**config.mk**
```make
export PLATFORM = sky130hd
export DESIGN_NAME = hazard_detect_unit_flat
export DESIGN_NICKNAME = d
export VERILOG_FILES = /design/src/rtl/hazard_pkg.sv /design/src/rtl/hazard_detect_unit_if.sv /design/src/rtl/hdu_scoreboard.sv /design/src/rtl/hazard_detect_unit.sv /design/src/flat_wrapper.sv
export SDC_FILE = /design/constraint.sdc
export NUM_CORES = 1
export LEC_CHECK = 0
export CORE_ASPECT_RATIO = 0.7
export CORE_UTILIZATION = 60
export DETAILED_ROUTE_END_ITERATION = 10
export PLACE_DENSITY = 0.85
export REMOVE_ABC_BUFFERS = 1
export SYNTH_ARGS = -nofsm -noshare
export SYNTH_HDL_FRONTEND = slang
export SYNTH_SLANG_ARGS = --single-unit
export TNS_END_PERCENT = 10
```
**constraint.sdc**
```tcl
create_clock -name clk -period 6.7 [get_ports clk]
set_input_delay 1.34 -clock clk [delete_from_list [all_inputs] [get_ports clk]]
set_output_delay 1.34 -clock clk [all_outputs]
set_load 0.02 [all_outputs]
```
**src/rtl/hazard_pkg.sv**
```systemverilog
// Shared definitions for the hazard detection unit: op classes, default
// latencies and the scoreboard counter width helper.
package hazard_pkg;

  typedef enum logic [1:0] {
    OP_ALU    = 2'd0,
    OP_LOAD   = 2'd1,
    OP_MUL    = 2'd2,
    OP_BRANCH = 2'd3
  } op_e;

  localparam int NREG_DEF     = 8;
  localparam int LOAD_LAT_DEF = 2;
  localparam int MUL_LAT_DEF  = 4;

  // Bits needed to hold a countdown value in the range 0..max_val.
  function automatic int cnt_width(input int max_val);
    return (max_val < 1) ? 1 : $clog2(max_val + 1);
  endfunction

endpackage

```
**src/rtl/hazard_detect_unit_if.sv**
```systemverilog
// Decode/execute-side bundle into the hazard detection unit and its
// hazard-classification outputs toward the resolver.
interface hazard_detect_unit_if
  import hazard_pkg::*;
#(
  parameter int NREG = NREG_DEF
) ();
  localparam int RW = $clog2(NREG);

  logic          id_valid;
  op_e           id_op;
  logic [RW-1:0] id_rs1;
  logic [RW-1:0] id_rs2;
  logic          id_use_rs1;
  logic          id_use_rs2;
  logic [RW-1:0] id_rd;
  logic          id_we;
  logic          id_pred_taken;
  logic          ex_br_valid;
  logic          ex_br_taken;
  logic          stall_in;
  logic          flush_in;

  logic          data;
  logic          str;
  logic          ctrl;
  logic          fwrd;
  logic          branch;
  logic          crct;
  logic          issue;

  // Level-based, single-cycle contract: an instruction presented with
  // id_valid=1 advances exactly in a cycle where issue=1; otherwise it
  // must be held unchanged in decode until it does.
  modport master (
    output id_valid, id_op, id_rs1, id_rs2, id_use_rs1, id_use_rs2,
           id_rd, id_we, id_pred_taken, ex_br_valid, ex_br_taken,
           stall_in, flush_in,
    input  data, str, ctrl, fwrd, branch, crct, issue
  );

  modport slave (
    input  id_valid, id_op, id_rs1, id_rs2, id_use_rs1, id_use_rs2,
           id_rd, id_we, id_pred_taken, ex_br_valid, ex_br_taken,
           stall_in, flush_in,
    output data, str, ctrl, fwrd, branch, crct, issue
  );

endinterface

```
**src/rtl/hdu_scoreboard.sv**
```systemverilog
// Per-register countdown of cycles until a pending result is forwardable,
// with two source lookups reporting conflict and "forwardable next" (cnt==1).
module hdu_scoreboard
  import hazard_pkg::*;
#(
  parameter int NREG = NREG_DEF,
  parameter int RW   = $clog2(NREG),
  parameter int CW   = cnt_width(MUL_LAT_DEF)
) (
  input  logic          clk,
  input  logic          rst,
  input  logic          i_ld_en,
  input  logic [RW-1:0] i_ld_rd,
  input  logic [CW-1:0] i_ld_val,
  input  logic [RW-1:0] i_rs1,
  input  logic          i_use_rs1,
  input  logic [RW-1:0] i_rs2,
  input  logic          i_use_rs2,
  output logic          o_conf1,
  output logic          o_one1,
  output logic          o_conf2,
  output logic          o_one2
);

  logic [CW-1:0] r_cnt [NREG];

  // A new writer overrides the running decrement: last writer wins.
  always_ff @(posedge clk) begin
    if (rst) begin
      for (int i = 0; i < NREG; i++) r_cnt[i] <= '0;
    end else begin
      for (int i = 0; i < NREG; i++) begin
        if (i_ld_en && (i_ld_rd == RW'(i))) begin
          r_cnt[i] <= i_ld_val;
        end else if (r_cnt[i] != '0) begin
          r_cnt[i] <= r_cnt[i] - 1'b1;
        end
      end
    end
  end

  logic [CW-1:0] w_cnt1;
  logic [CW-1:0] w_cnt2;

  assign w_cnt1  = r_cnt[i_rs1];
  assign w_cnt2  = r_cnt[i_rs2];

  assign o_conf1 = i_use_rs1 && (i_rs1 != '0) && (w_cnt1 != '0);
  assign o_conf2 = i_use_rs2 && (i_rs2 != '0) && (w_cnt2 != '0);
  assign o_one1  = (w_cnt1 == CW'(1));
  assign o_one2  = (w_cnt2 == CW'(1));

endmodule

```
**src/rtl/hazard_detect_unit.sv**
```systemverilog
// Classifies data, structural and control hazards for the decode-stage
// instruction and decides whether it issues this cycle.
module hazard_detect_unit
  import hazard_pkg::*;
#(
  parameter int NREG     = NREG_DEF,
  parameter int LOAD_LAT = LOAD_LAT_DEF,
  parameter int MUL_LAT  = MUL_LAT_DEF
) (
  input  logic                 clk,
  input  logic                 rst,
  hazard_detect_unit_if.slave  bus
);

  localparam int RW = $clog2(NREG);
  localparam int CW = cnt_width(MUL_LAT);

  logic [CW-1:0] r_mul_busy;
  logic          r_br_pend;
  logic          r_br_pred;

  logic          w_conf1, w_one1, w_conf2, w_one2;
  logic          w_data, w_fwrd, w_str, w_issue;
  logic          w_ctrl, w_branch, w_crct;
  logic          w_ld_en;
  logic [CW-1:0] w_ld_val;

  always_comb begin
    w_ld_val = CW'(1);
    case (bus.id_op)
      OP_LOAD: w_ld_val = CW'(LOAD_LAT);
      OP_MUL:  w_ld_val = CW'(MUL_LAT);
      default: w_ld_val = CW'(1);
    endcase
  end

  assign w_ld_en = w_issue && bus.id_we && (bus.id_rd != '0) &&
                   (bus.id_op != OP_BRANCH);

  hdu_scoreboard #(
    .NREG (NREG),
    .RW   (RW),
    .CW   (CW)
  ) u_scoreboard (
    .clk       (clk),
    .rst       (rst),
    .i_ld_en   (w_ld_en),
    .i_ld_rd   (bus.id_rd),
    .i_ld_val  (w_ld_val),
    .i_rs1     (bus.id_rs1),
    .i_use_rs1 (bus.id_use_rs1),
    .i_rs2     (bus.id_rs2),
    .i_use_rs2 (bus.id_use_rs2),
    .o_conf1   (w_conf1),
    .o_one1    (w_one1),
    .o_conf2   (w_conf2),
    .o_one2    (w_one2)
  );

  // Forwarding is only possible once every conflicting source is one cycle out.
  assign w_data   = bus.id_valid && (w_conf1 || w_conf2);
  assign w_fwrd   = w_data && (!w_conf1 || w_one1) && (!w_conf2 || w_one2);
  assign w_str    = bus.id_valid && (bus.id_op == OP_MUL) && (r_mul_busy != '0);
  assign w_issue  = bus.id_valid && !bus.stall_in && !bus.flush_in &&
                    !(w_data && !w_fwrd) && !w_str && !r_br_pend;
  assign w_ctrl   = r_br_pend ||
                    (bus.id_valid && (bus.id_op == OP_BRANCH) && !w_issue);
  assign w_branch = r_br_pend && bus.ex_br_valid;
  assign w_crct   = !w_branch || (bus.ex_br_taken == r_br_pred);

  always_ff @(posedge clk) begin
    if (rst) begin
      r_mul_busy <= '0;
      r_br_pend  <= 1'b0;
      r_br_pred  <= 1'b0;
    end else begin
      if (w_issue && (bus.id_op == OP_MUL)) begin
        r_mul_busy <= CW'(MUL_LAT);
      end else if (r_mul_busy != '0) begin
        r_mul_busy <= r_mul_busy - 1'b1;
      end
      // Nothing issues while a branch is pending, so set and clear never collide.
      if (w_branch || bus.flush_in) begin
        r_br_pend <= 1'b0;
      end else if (w_issue && (bus.id_op == OP_BRANCH)) begin
        r_br_pend <= 1'b1;
        r_br_pred <= bus.id_pred_taken;
      end
    end
  end

  assign bus.data   = !rst && w_data;
  assign bus.str    = !rst && w_str;
  assign bus.ctrl   = !rst && w_ctrl;
  assign bus.fwrd   = !rst && w_fwrd;
  assign bus.branch = !rst && w_branch;
  assign bus.crct   = rst || w_crct;
  assign bus.issue  = !rst && w_issue;

endmodule

```
**src/flat_wrapper.sv**
```systemverilog
// flat-port wrapper written by rule: the top's interface ports become plain ports
module hazard_detect_unit_flat import hazard_pkg::*;
#(
  parameter int NREG     = NREG_DEF,
  parameter int LOAD_LAT = LOAD_LAT_DEF,
  parameter int MUL_LAT  = MUL_LAT_DEF
)
  (clk, rst, bus_id_valid, bus_id_op, bus_id_rs1, bus_id_rs2, bus_id_use_rs1, bus_id_use_rs2, bus_id_rd, bus_id_we, bus_id_pred_taken, bus_ex_br_valid, bus_ex_br_taken, bus_stall_in, bus_flush_in, bus_data, bus_str, bus_ctrl, bus_fwrd, bus_branch, bus_crct, bus_issue);
  hazard_detect_unit_if #(.NREG(NREG)) bus_i ();
  input  logic clk;
  input  logic rst;
  input wire logic [$bits(bus_i.id_valid)-1:0] bus_id_valid;
  input wire logic [$bits(bus_i.id_op)-1:0] bus_id_op;
  input wire logic [$bits(bus_i.id_rs1)-1:0] bus_id_rs1;
  input wire logic [$bits(bus_i.id_rs2)-1:0] bus_id_rs2;
  input wire logic [$bits(bus_i.id_use_rs1)-1:0] bus_id_use_rs1;
  input wire logic [$bits(bus_i.id_use_rs2)-1:0] bus_id_use_rs2;
  input wire logic [$bits(bus_i.id_rd)-1:0] bus_id_rd;
  input wire logic [$bits(bus_i.id_we)-1:0] bus_id_we;
  input wire logic [$bits(bus_i.id_pred_taken)-1:0] bus_id_pred_taken;
  input wire logic [$bits(bus_i.ex_br_valid)-1:0] bus_ex_br_valid;
  input wire logic [$bits(bus_i.ex_br_taken)-1:0] bus_ex_br_taken;
  input wire logic [$bits(bus_i.stall_in)-1:0] bus_stall_in;
  input wire logic [$bits(bus_i.flush_in)-1:0] bus_flush_in;
  output wire logic [$bits(bus_i.data)-1:0] bus_data;
  output wire logic [$bits(bus_i.str)-1:0] bus_str;
  output wire logic [$bits(bus_i.ctrl)-1:0] bus_ctrl;
  output wire logic [$bits(bus_i.fwrd)-1:0] bus_fwrd;
  output wire logic [$bits(bus_i.branch)-1:0] bus_branch;
  output wire logic [$bits(bus_i.crct)-1:0] bus_crct;
  output wire logic [$bits(bus_i.issue)-1:0] bus_issue;
  assign bus_i.id_valid = bus_id_valid;
  assign bus_i.id_op = bus_id_op;
  assign bus_i.id_rs1 = bus_id_rs1;
  assign bus_i.id_rs2 = bus_id_rs2;
  assign bus_i.id_use_rs1 = bus_id_use_rs1;
  assign bus_i.id_use_rs2 = bus_id_use_rs2;
  assign bus_i.id_rd = bus_id_rd;
  assign bus_i.id_we = bus_id_we;
  assign bus_i.id_pred_taken = bus_id_pred_taken;
  assign bus_i.ex_br_valid = bus_ex_br_valid;
  assign bus_i.ex_br_taken = bus_ex_br_taken;
  assign bus_i.stall_in = bus_stall_in;
  assign bus_i.flush_in = bus_flush_in;
  assign bus_data = bus_i.data;
  assign bus_str = bus_i.str;
  assign bus_ctrl = bus_i.ctrl;
  assign bus_fwrd = bus_i.fwrd;
  assign bus_branch = bus_i.branch;
  assign bus_crct = bus_i.crct;
  assign bus_issue = bus_i.issue;
  hazard_detect_unit #(.NREG(NREG), .LOAD_LAT(LOAD_LAT), .MUL_LAT(MUL_LAT)) u_core (.clk(clk), .rst(rst), .bus(bus_i));
endmodule
```
==> results by group, run 1 <==
Status
  – Status: finished clean

Critical path
  – Crit path DAT: 3.94 ns
  – CP max stage delay: roughly 0.60 ns
  – Crit-path max FO: 20
  – CP Capture Type: primary output
  – Worst EP required: 5.36 ns
  – Setup CP Type: in -> out
  – CP delay by family, top: buffers and inverters
  – Cell Chain, Critical Path: clkdlybuf4s50_1 > nor3_1 > o21ai_1 > a32oi_1 > o211a_1 > buf_4 > nand2_1 > a32o_1 > clkdlybuf4s50_1
  – CP bufs+invs: 3
  – Critical path startpoint category: input pin
  – Critical Path Slowest Stage Cell: clkdlybuf4s50_1
  – CP dominant cell by count: clkdlybuf4s50_1

Synth
  – Synth area leaders: edfxtp_1, ha_1, mux2i_1
  – EDFF count, synth: 21
  – FFs w/ async S/R, synth: 0%
  – Unique masters post-synth: 54
  – Syn avg cell area: approximately 10 um2
  – Synth Flop Type: edfxtp_1
  – Share of the synthesized area in the top cell type: a little over a quarter
  – YS warnings: 0
  – FF+latch count, synth: 26
  – Register area share after synthesis: 31.38%
  – Post-synthesis cell area: 2328 um2
  – Synth Instances: between 200 and 250
  – Top cell type by total area after synthesis: edfxtp_1

Floorplanning
  – Die Y: 54.12 um
  – Die Wd: 76.46 um
  – Row cnt: 18
  – Core footprint: approximately 3600 um2
  – Die area: 4138 um2
  – Initial core utilization: around 64%
  – Top-level I/O count: 29

Cells and area
  – Layout area overhead: 14.88%
  – Layout cells sized above 1: about a tenth
  – Nets@finish: 305
  – Final std cells w/o fill: 312
  – Commonest non-fill, non-tap cell in the layout: clkdlybuf4s50_1
  – Antenna Diode Count: 0
  – Filler cells: 274
  – Most frequent cells in the layout: clkdlybuf4s50_1, inv_1, mux2i_1

STA
  – Worst-case clock skew: approximately 0.006 ns
  – Sum of negative setup slack: 0 ns
  – Worst-case headroom to the max-slew limit: 57.24%
  – Final Hold Viols: 0
  – Fin crit period: 5.280 ns
  – Max Transition Viols Final: 0
  – Worst-Margin Slew: 0.6407 ns
  – Setup Viol. Count Final: 0
  – RSZ-0062 raised after global routing: no
  – Final Cycle Share: 78.81%
  – F_max: between 150 and 200 MHz

Power
  – Pwr per Cell Area: ~330 nW/um2
  – Combinational power share: approximately half
  – Flop pwr share: a little under two fifths
  – Switching fraction of total power: about two fifths
  – Switching pwr: 0.3505 mW
  – Pint: 0.5335 mW
  – Max rail drop VDD: 210.5 uV
  – Leak pwr: 1.177 nW
  – Clock network fraction of design power: 11.8%
  – Final Total Pwr: between 0.8 and 0.9 mW

Global route
  – All-Layer GR Usage: 26.95%
  – GRT overflow: 0
  – Largest net degree at the start of global routing: 24
  – First-pass GRT wire length: 8.493 mm
  – Vias in the first global route: 1640
  – Initial antenna violation count: 0

Drt
  – Wirelength, routed: 5.140 mm
  – Antenna viol nets, final: 0
  – DRC Markers: 0
  – Drt via density: just under 6
  – Vias: 1833
  – Met1 Routed Length: 2.617 mm
  – WL met3: 372 um
  – Detailed Routing Iterations Pass 1: 5
  – Top Metal Used: met4
  – Initial DRC count: approximately 140
  – Met2 WL: 2.132 mm
  – Routed len/inst: 16.47 um

Clock network
  – Clk slew on worst S/H paths: around 0.10 ns
  – CTS tree: done
  – Skew-Pair Late Insertion Delay: around 0.27 ns
  – Setup bufs post-CTS: 0
  – Hold buffer count at CTS: 0
  – Worst-case clock buffer depth: 2
  – Post-CTS Resized: 0
  – Root buffer cell: clkbuf_8
  – Sink Count: 26
  – Clock buffer count from CTS: 3
  – Htree depth: 1

Placement
  – Placed insts: 308
  – Gpl congestion: 0.9239
  – Post-DP HPWL: 3.852 mm
  – IO Port Bufs: 28

Flow run
  – Max Cap Viol: 0

Hold path
  – Hold crit path type: reg -> reg
[cells in the mapped netlist, types with 3 or more instances]
cell and count:
o21ai_0 6, nor2_1 16, nor3_1 6, a32o_1 3, nand3_1 12, dfxtp_1 5
or3_1 10, a31oi_1 4, edfxtp_1 21, nand4b_1 3, clkbuf_1 4, buf_6 3
a21oi_1 6, nand2_1 11, inv_1 23, and3_1 3, ha_1 20, nor2b_1 11
mux2_2 3, mux2i_1 23
[cells by family (layout without fill, tap and decap cells)]
family	count (synthesis)	after routing	share of synthesized area, %
fa+ha+maj	20	20	10.75
compound gates	34	34	11.07
simple gates	94	94	25.31
buf+inv	33	57	6.555
xor+xnor	1	1	0.3762
flops	26	26	31.38
mux	30	30	14.56
[worst min-delay path: cells and delay by family (launching register included)]
family	cells	cell delay (ns)
buffers and inverters	1	0.07
and+or+nand+nor	1	0.06
DFF	1	0.32
AOI/OAI and AO/OA	1	0.05
[final cells by class]
class                      instances  area (um2)  share of cell area, %
timing repair buffer              30       295.3                  11.04
inverter                          23       86.33                  3.227
sequential                        26       730.7                  27.32
clock buffer                       4       55.05                  2.058
multi-input combinational        179        1445                  54.02
tap                               50       62.56                  2.339
[registers in the layout, summed over array words and instances, names as in the netlist]
signal and flops:
u_core.r_mul_busy 3, u_core.r_br_pend 1, u_core.r_br_pred 1, u_core.u_scoreboard.r_cnt 21
[layer usage]
layer | vias up | track usage, %
li1 | 930 | -
met1 | 829 | 40.79
met2 | 70 | 40.54
met3 | 4 | 5.254
met4 | 0 | 3.205
met5 | - | 0
[power by group through the flow]
stage,combinational (mW),sequential (mW),clock (mW)
final,0.452,0.327,0.104
after global routing,0.515,0.336,0.110
after CTS,0.449,0.326,0.104
after detailed placement,0.444,0.329,0
after global placement,0.433,0.327,0
after floorplan,0.345,0.309,0
[worst paths after layout]
check                                          start                         endpoint  slack (ns)  cells past startpoint
worst max-delay path                   bus_id_rs1[1]                         bus_ctrl        1.42                      9
worst min register to register  u_core.r_mul_busy[0]             u_core.r_mul_busy[0]        0.54                      3
worst max register to register  u_core.r_mul_busy[0]  u_core.u_scoreboard.r_cnt[4][2]        4.39                      7
worst min-delay path            u_core.r_mul_busy[0]             u_core.r_mul_busy[0]        0.54                      3
[per-stage QoR]
stage | setup WS, ns | utilization, % | cell area (um2) | hold slack, ns
CTS | 1.422 | 73.78 | 2675 | 0.5471
detailed placement | 1.429 | 72.26 | 2620 | 0.5336
finish | 1.420 | 73.78 | 2675 | 0.5449
global route | 1.221 | 73.78 | 2675 | 0.6053
global placement | 1.506 | 72.26 | 2620 | 0.5220
floorplan | 2.584 | - | 2262 | 0.4939
Power figures use the tool's default switching activity.
==> run 2: changes to the inputs <==
--- a/config.mk
+++ b/config.mk
@@ -6,9 +6,9 @@
 export NUM_CORES = 1
 export LEC_CHECK = 0
 export CORE_ASPECT_RATIO = 0.7
-export CORE_UTILIZATION = 60
+export CORE_UTILIZATION = 51
 export DETAILED_ROUTE_END_ITERATION = 10
-export PLACE_DENSITY = 0.85
+export PLACE_DENSITY = 0.77
 export REMOVE_ABC_BUFFERS = 1
 export SYNTH_ARGS = -nofsm -noshare
 export SYNTH_HDL_FRONTEND = slang
==> constraint.sdc (replaced) <==
create_clock -name clk -period 4.76 [get_ports clk]
set_input_delay 0.952 -clock clk [delete_from_list [all_inputs] [get_ports clk]]
set_output_delay 0.952 -clock clk [all_outputs]
set_load 0.02 [all_outputs]
==> run 2 against run 1 <==
Largest power group unchanged. Clock power increased by 42%. Critical path type unchanged. Core utilization decreased by 12 points. Combinational power increased by 43%. Design area increased by 0.23%.
==> results by group, run 2 (synthesized netlist as in run 1, its figures left out) <==
Status
  – Status: finished clean (unchanged)

Critical path
  – Setup CP Type: in -> out (unchanged)
  – R2r startpoint: u_core.u_scoreboard.r_cnt[5][1] (was u_core.r_mul_busy[0])
  – R2R depth: 7 (unchanged)
  – R2R Path End: u_core.u_scoreboard.r_cnt[2][1] (was u_core.u_scoreboard.r_cnt[4][2])
  – Crit path DAT: 3.62 ns (was 3.94 ns)
  – CP Capture Type: primary output (unchanged)
  – Crit-path max FO: 11 (was 20)
  – Critical path startpoint category: input pin (unchanged)
  – R2r setup slk: 2.25 ns (was 4.39 ns)
  – Worst EP required: 3.81 ns (was 5.36 ns)
  – Critical path startpoint: bus_id_rs1[1] (unchanged)

Flow run
  – Max Cap Viol: 0 (unchanged)

Clock network
  – Post-CTS Resized: 0 (unchanged)
  – CTS tree: done (unchanged)
  – Clock buffer count from CTS: 3 (unchanged)
  – Sink Count: 26 (unchanged)
  – Htree depth: 1 (unchanged)
  – Clk slew on worst S/H paths: 0.09 ns (was 0.10 ns)
  – Worst-case clock buffer depth: 2 (unchanged)
  – Setup bufs post-CTS: 0 (unchanged)
  – Root buffer cell: clkbuf_8 (unchanged)
  – Hold buffer count at CTS: 0 (unchanged)
  – Skew-Pair Late Insertion Delay: 0.28 ns (was 0.27 ns)

Cells and area
  – Max reg flops: 21 (unchanged)
  – Layout area overhead: 15.15% (was 14.88%)
  – Antenna Diode Count: 0 (unchanged)
  – Largest regs: u_core.u_scoreboard.r_cnt x21, u_core.r_mul_busy x3 (unchanged)
  – Layout cells sized above 1: 9.542% (unchanged)
  – Nets@finish: 305 (unchanged)
  – Largest register by flop count: u_core.u_scoreboard.r_cnt (unchanged)
  – Filler cells: 395 (was 274)
  – Commonest non-fill, non-tap cell in the layout: clkdlybuf4s50_1 (unchanged)
  – Post-route cell area: 2681 um2 (was 2675 um2)
  – Most frequent cells in the layout: clkdlybuf4s50_1, inv_1, mux2i_1 (unchanged)

Hold path
  – Worst hold endpoint: u_core.r_mul_busy[0] (unchanged)
  – Hold crit path type: reg -> reg (unchanged)
  – Hold depth: 3 (unchanged)
  – Hold path startpoint: u_core.r_mul_busy[0] (unchanged)

Floorplanning
  – Die Wd: 82.76 um (was 76.46 um)
  – Initial core utilization: 53.48% (was 64.22%)
  – Die Y: 58.54 um (was 54.12 um)
  – Die area: 4844 um2 (was 4138 um2)
  – Core footprint: 4354 um2 (was 3626 um2)
  – Row cnt: 20 (was 18)
  – Top-level I/O count: 29 (unchanged)

Global route
  – Largest net degree at the start of global routing: 20 (was 24)
  – All-Layer GR Usage: 24.57% (was 26.95%)
  – Initial antenna violation count: 0 (unchanged)
  – First-pass GRT wire length: 8.769 mm (was 8.493 mm)
  – GRT overflow: 0 (unchanged)
  – Vias in the first global route: 1767 (was 1640)

Drt
  – Initial DRC count: 163 (was 138)
  – DRC Markers: 0 (unchanged)
  – Vias: 1920 (was 1833)
  – Wirelength, routed: 5.299 mm (was 5.140 mm)
  – Drt via density: 6.057 (was 5.875)
  – Antenna viol nets, final: 0 (unchanged)
  – Routed len/inst: 16.72 um (was 16.47 um)
  – Detailed Routing Iterations Pass 1: 4 (was 5)

STA
  – Worst-case clock skew: 0.005495 ns (was 0.005869 ns)
  – F_max: 218.9 MHz
  – Fin Hold WS: 0.5543 ns (was 0.5449 ns)
  – Worst-Margin Slew: 0.6082 ns (was 0.6407 ns)
  – Final Hold Viols: 0 (unchanged)
  – Max Transition Viols Final: 0 (unchanged)
  – Sum of negative setup slack: 0 ns (unchanged)
  – Setup Viol. Count Final: 0 (unchanged)
  – Final Cycle Share: between 90% and 100%
  – Fin crit period: 4.568 ns
  – Worst-case headroom to the max-slew limit: 59.41% (was 57.24%)
  – RSZ-0062 raised after global routing: no (unchanged)

Placement
  – Gpl congestion: 0.9791 (was 0.9239)
  – IO Port Bufs: 28 (unchanged)
  – Post-DP HPWL: 4.160 mm (was 3.852 mm)
  – Placement Cell Area: 2626 um2 (was 2620 um2)

Power
  – Pwr per Cell Area: 469.2 nW/um2 (was 330.4 nW/um2)
  – Leak pwr: 1.177 nW (unchanged)
  – Final Total Pwr: 1.258 mW (was 0.8840 mW)
  – Max rail drop VDD: 210.6 uV (was 210.5 uV)
## run 2: stage by stage
stage / utilization [%] / setup WS, ns / instances
2_1_floorplan: - / 1.420 / 228
3_3_place_gp: 60.32 / 0.3475 / 313
3_5_place_dp: 60.32 / 0.2342 / 313
4_1_cts: 61.58 / 0.2293 / 317
5_1_grt: 61.58 / 0.1597 / 317
6_report: 61.58 / 0.1918 / 317
## run 2: critical path, cell delays in order
cell	delay (ns)
clkdlybuf4s50_1	0.68
nor3_1	0.16
a32o_1	0.23
mux4_2	0.45
o2111ai_1	0.28
and3_1	0.22
clkdlybuf4s50_1	0.64
## run 2: final cells by class
cell class / instances / area [um2] / share of cell area (%)
multi-input cells: 179 / 1445 / 53.90
flip-flops and latches: 26 / 730.7 / 27.25
repair buffers: 30 / 295.3 / 11.01
inverters: 23 / 86.33 / 3.220
well taps: 55 / 68.82 / 2.566
clock buffers: 4 / 55.05 / 2.053
## run 2: worst max path at each step
stage | endpoint | slack, ns | cells past startpoint
finish | bus_fwrd | 0.19 | 7
detailed placement | bus_fwrd | 0.23 | 7
floorplan | bus_ctrl | 1.42 | 6
global route | bus_fwrd | 0.16 | 7
CTS | bus_fwrd | 0.23 | 7
global placement | bus_fwrd | 0.35 | 7
## run 2: power by group
| group | switching [mW] | leakage (nW) | internal (mW) | total [mW] |
|---|---|---|---|---|
| clock | 0.0741 | 0.0288 | 0.0742 | 0.148 |
| sequential | 0.0886 | 0.274 | 0.376 | 0.464 |
| combinational | 0.342 | 0.874 | 0.303 | 0.645 |
| total | 0.505 | 1.18 | 0.753 | 1.26 |
## run 2: per-layer routing
metal	global-route usage, %	part of all wire, %	vias up	routed length [um]
li1	-	-	926	-
met1	35.76	50	945	2655
met2	37.94	44	40	2320
met3	3.256	4.4	9	232
met4	7.389	1.7	0	89
met5	0	0	-	0
==> run 3: changes to the inputs <==
--- a/config.mk
+++ b/config.mk
@@ -5,11 +5,12 @@
 export SDC_FILE = /design/constraint.sdc
 export NUM_CORES = 1
 export LEC_CHECK = 0
+export CAP_MARGIN = 20
 export CORE_ASPECT_RATIO = 0.7
 export CORE_UTILIZATION = 51
 export DETAILED_ROUTE_END_ITERATION = 10
+export MAX_ROUTING_LAYER = met4
 export PLACE_DENSITY = 0.77
-export REMOVE_ABC_BUFFERS = 1
 export SYNTH_ARGS = -nofsm -noshare
 export SYNTH_HDL_FRONTEND = slang
 export SYNTH_SLANG_ARGS = --single-unit
==> run 3 against run 2 <==
Fmax decreased by 0.35%. Core utilization decreased by 0.057 points. Non-clock buffer count increased by 1. Sequential share of layout area about the same. Critical path depth unchanged. Register-to-register slack improved by 0.09 ns. Worst setup slack got worse by 0.016 ns. Design area about the same. Power decreased by 1.0%. Clock skew decreased by 0.0045 ns. Critical endpoint unchanged.
==> results by group, run 3 (synthesized netlist as in run 1, its figures left out) <==
Power
  – Clock network fraction of design power: 10.7% (was 11.8%)
  – Pwr per Cell Area: 464.8 nW/um2 (was 469.2 nW/um2)
  – Max rail drop VDD: 225.5 uV (was 210.6 uV)
  – Leak pwr: 1.176 nW (was 1.177 nW)
  – Pint: 0.7400 mW (was 0.7532 mW)
  – Flop pwr share: 36.9% (about the same)
  – Switching fraction of total power: 40.57% (was 40.12%)
  – Combinational power share: 52.3% (was 51.3%)
  – Switching pwr: 0.5051 mW (was 0.5047 mW)

STA
  – Fin Hold WS: 0.5607 ns (was 0.5543 ns)
  – Sum of negative setup slack: 0 ns (unchanged)
  – Final Hold Viols: 0 (unchanged)
  – Final Cycle Share: 96.31% (was 95.97%)
  – RSZ-0062 raised after global routing: no (unchanged)
  – F_max: 218.1 MHz (was 218.9 MHz)
  – Setup Viol. Count Final: 0 (unchanged)
  – Worst-case headroom to the max-slew limit: 58.74% (was 59.41%)
  – Max Transition Viols Final: 0 (unchanged)
  – Worst-case clock skew: 0.0009738 ns (was 0.005495 ns)
  – Worst-Margin Slew: 0.6182 ns (was 0.6082 ns)
  – Fin crit period: 4.584 ns (was 4.568 ns)

Critical path
  – Crit path DAT: 3.63 ns (was 3.62 ns)
  – Worst EP required: 3.81 ns (about the same)
  – Critical path startpoint: bus_id_rs1[1] (unchanged)
  – R2r startpoint: u_core.u_scoreboard.r_cnt[5][1] (unchanged)
  – Critical path startpoint category: input pin (unchanged)
  – CP Capture Type: primary output (unchanged)
  – Setup CP Type: in -> out (unchanged)
  – Crit-path max FO: 11 (unchanged)

Floorplanning
  – Die area: 4844 um2 (unchanged)
  – Die Wd: 82.76 um (unchanged)
  – Die Y: 58.54 um (unchanged)
  – Top-level I/O count: 29 (unchanged)
  – Row cnt: 20 (unchanged)
  – Initial core utilization: 53.48% (unchanged)
  – Core footprint: 4354 um2 (unchanged)

Hold path
  – Hold crit path type: reg -> reg (unchanged)
  – Hold path startpoint: u_core.r_br_pred (was u_core.r_mul_busy[0])

Cells and area
  – Most frequent cells in the layout: clkdlybuf4s50_1, inv_1, mux2i_1 (unchanged)
  – Largest regs: u_core.u_scoreboard.r_cnt x21, u_core.r_mul_busy x3 (unchanged)
  – Final std cells w/o fill: 318 (was 317)
  – Layout area overhead: 15.05% (was 15.15%)
  – Max reg flops: 21 (unchanged)
  – Largest register by flop count: u_core.u_scoreboard.r_cnt (unchanged)
  – Antenna Diode Count: 0 (unchanged)
  – Layout cells sized above 1: 9.506% (was 9.542%)
  – Nets@finish: 306 (was 305)
  – Commonest non-fill, non-tap cell in the layout: clkdlybuf4s50_1 (unchanged)

Clock network
  – Sink Count: 26 (unchanged)
  – Hold buffer count at CTS: 0 (unchanged)
  – Worst-case clock buffer depth: 2 (unchanged)
  – Setup bufs post-CTS: 0 (unchanged)
  – Htree depth: 1 (unchanged)
  – Post-CTS Resized: 0 (unchanged)
  – Clk slew on worst S/H paths: 0.09 ns (about the same)
  – Root buffer cell: clkbuf_8 (unchanged)
  – CTS tree: done (unchanged)
  – Skew-Pair Late Insertion Delay: 0.27 ns (was 0.28 ns)
  – Clock buffer count from CTS: 3 (unchanged)

Global route
  – First-pass GRT wire length: 8.921 mm (was 8.769 mm)
  – GRT overflow: 0 (unchanged)
  – Largest net degree at the start of global routing: 20 (unchanged)
  – Initial antenna violation count: 0 (unchanged)
  – Vias in the first global route: 1850 (was 1767)
  – All-Layer GR Usage: 25.35% (was 24.57%)

Drt
  – DRC Markers: 0 (unchanged)
  – Vias: 1874 (was 1920)
  – Wirelength, routed: 5.391 mm (was 5.299 mm)
  – Detailed Routing Iterations Pass 1: 4 (unchanged)
  – Initial DRC count: 133 (was 163)
  – Routed len/inst: 16.95 um (was 16.72 um)
  – Antenna viol nets, final: 0 (unchanged)
  – Drt via density: 5.893 (was 6.057)

Status
  – Status: finished clean (unchanged)

Placement
  – Post-DP HPWL: 4.099 mm (was 4.160 mm)
  – Gpl congestion: 0.9164 (was 0.9791)
  – Placed insts: 314 (was 313)
  – IO Port Bufs: 28 (unchanged)

Synth
  – Syn Nets: 280

Flow run
  – Max Cap Viol: 0 (unchanged)
[run 3: changes by cell type in the layout (fill, tap and decap cells not counted)]
cell / delta
buf_4: +1
clkbuf_1: +1
clkbuf_8: -1
[run 3: layer usage]
metal	vias to the layer above	wire length, um	GRT usage, %
met5	-	0	-
met4	0	14	2.463
met3	2	323	5.116
met2	57	2315	37.70
met1	884	2736	36.84
li1	931	-	-
[run 3: final timing paths]
check / to / slack [ns] / depth (start not counted)
min reg2reg: u_core.r_br_pred / 0.56 / 3
max reg2reg: u_core.u_scoreboard.r_cnt[2][1] / 2.34 / 7
min: u_core.r_br_pred / 0.56 / 3
max: bus_fwrd / 0.18 / 7
[run 3: final cells by class]
type | instances | area [um2]
sequential | 26 | 730.7
tap | 55 | 68.82
multi-input combinational | 179 | 1445
clock buffer | 4 | 45.04
inverter | 23 | 86.33
fill | 391 | 1675
timing repair buffer | 31 | 302.8
[run 3: power by group through the flow]
| stage | Combinational [mW] | Sequential (mW) | Clock (mW) |
|---|---|---|---|
| 2_1_floorplan | 0.503 | 0.434 | 0 |
| 3_3_place_gp | 0.613 | 0.461 | 0 |
| 3_5_place_dp | 0.643 | 0.463 | 0 |
| 4_1_cts | 0.652 | 0.457 | 0.136 |
| 5_1_grt | 0.736 | 0.472 | 0.146 |
| 6_report | 0.651 | 0.460 | 0.134 |
[run 3: through the flow]
stage               setup WS [ns]  power [mW]  utilization, %  cell area (um2)
detailed placement         0.2052       1.106           60.49             2634
floorplan                   1.422      0.9375               -             2328
global placement           0.2456       1.074           60.49             2634
finish                     0.1757       1.245           61.52             2679
global route              0.03636       1.355           61.52             2679
CTS                        0.1926       1.244           61.52             2679
[run 3: worst max-delay path, stage by stage]
cell	delay, ns
clkdlybuf4s50_1	0.60
nor3b_2	0.27
a22o_1	0.24
mux4_2	0.44
o2111ai_1	0.32
and3_1	0.21
clkdlybuf4s50_1	0.60
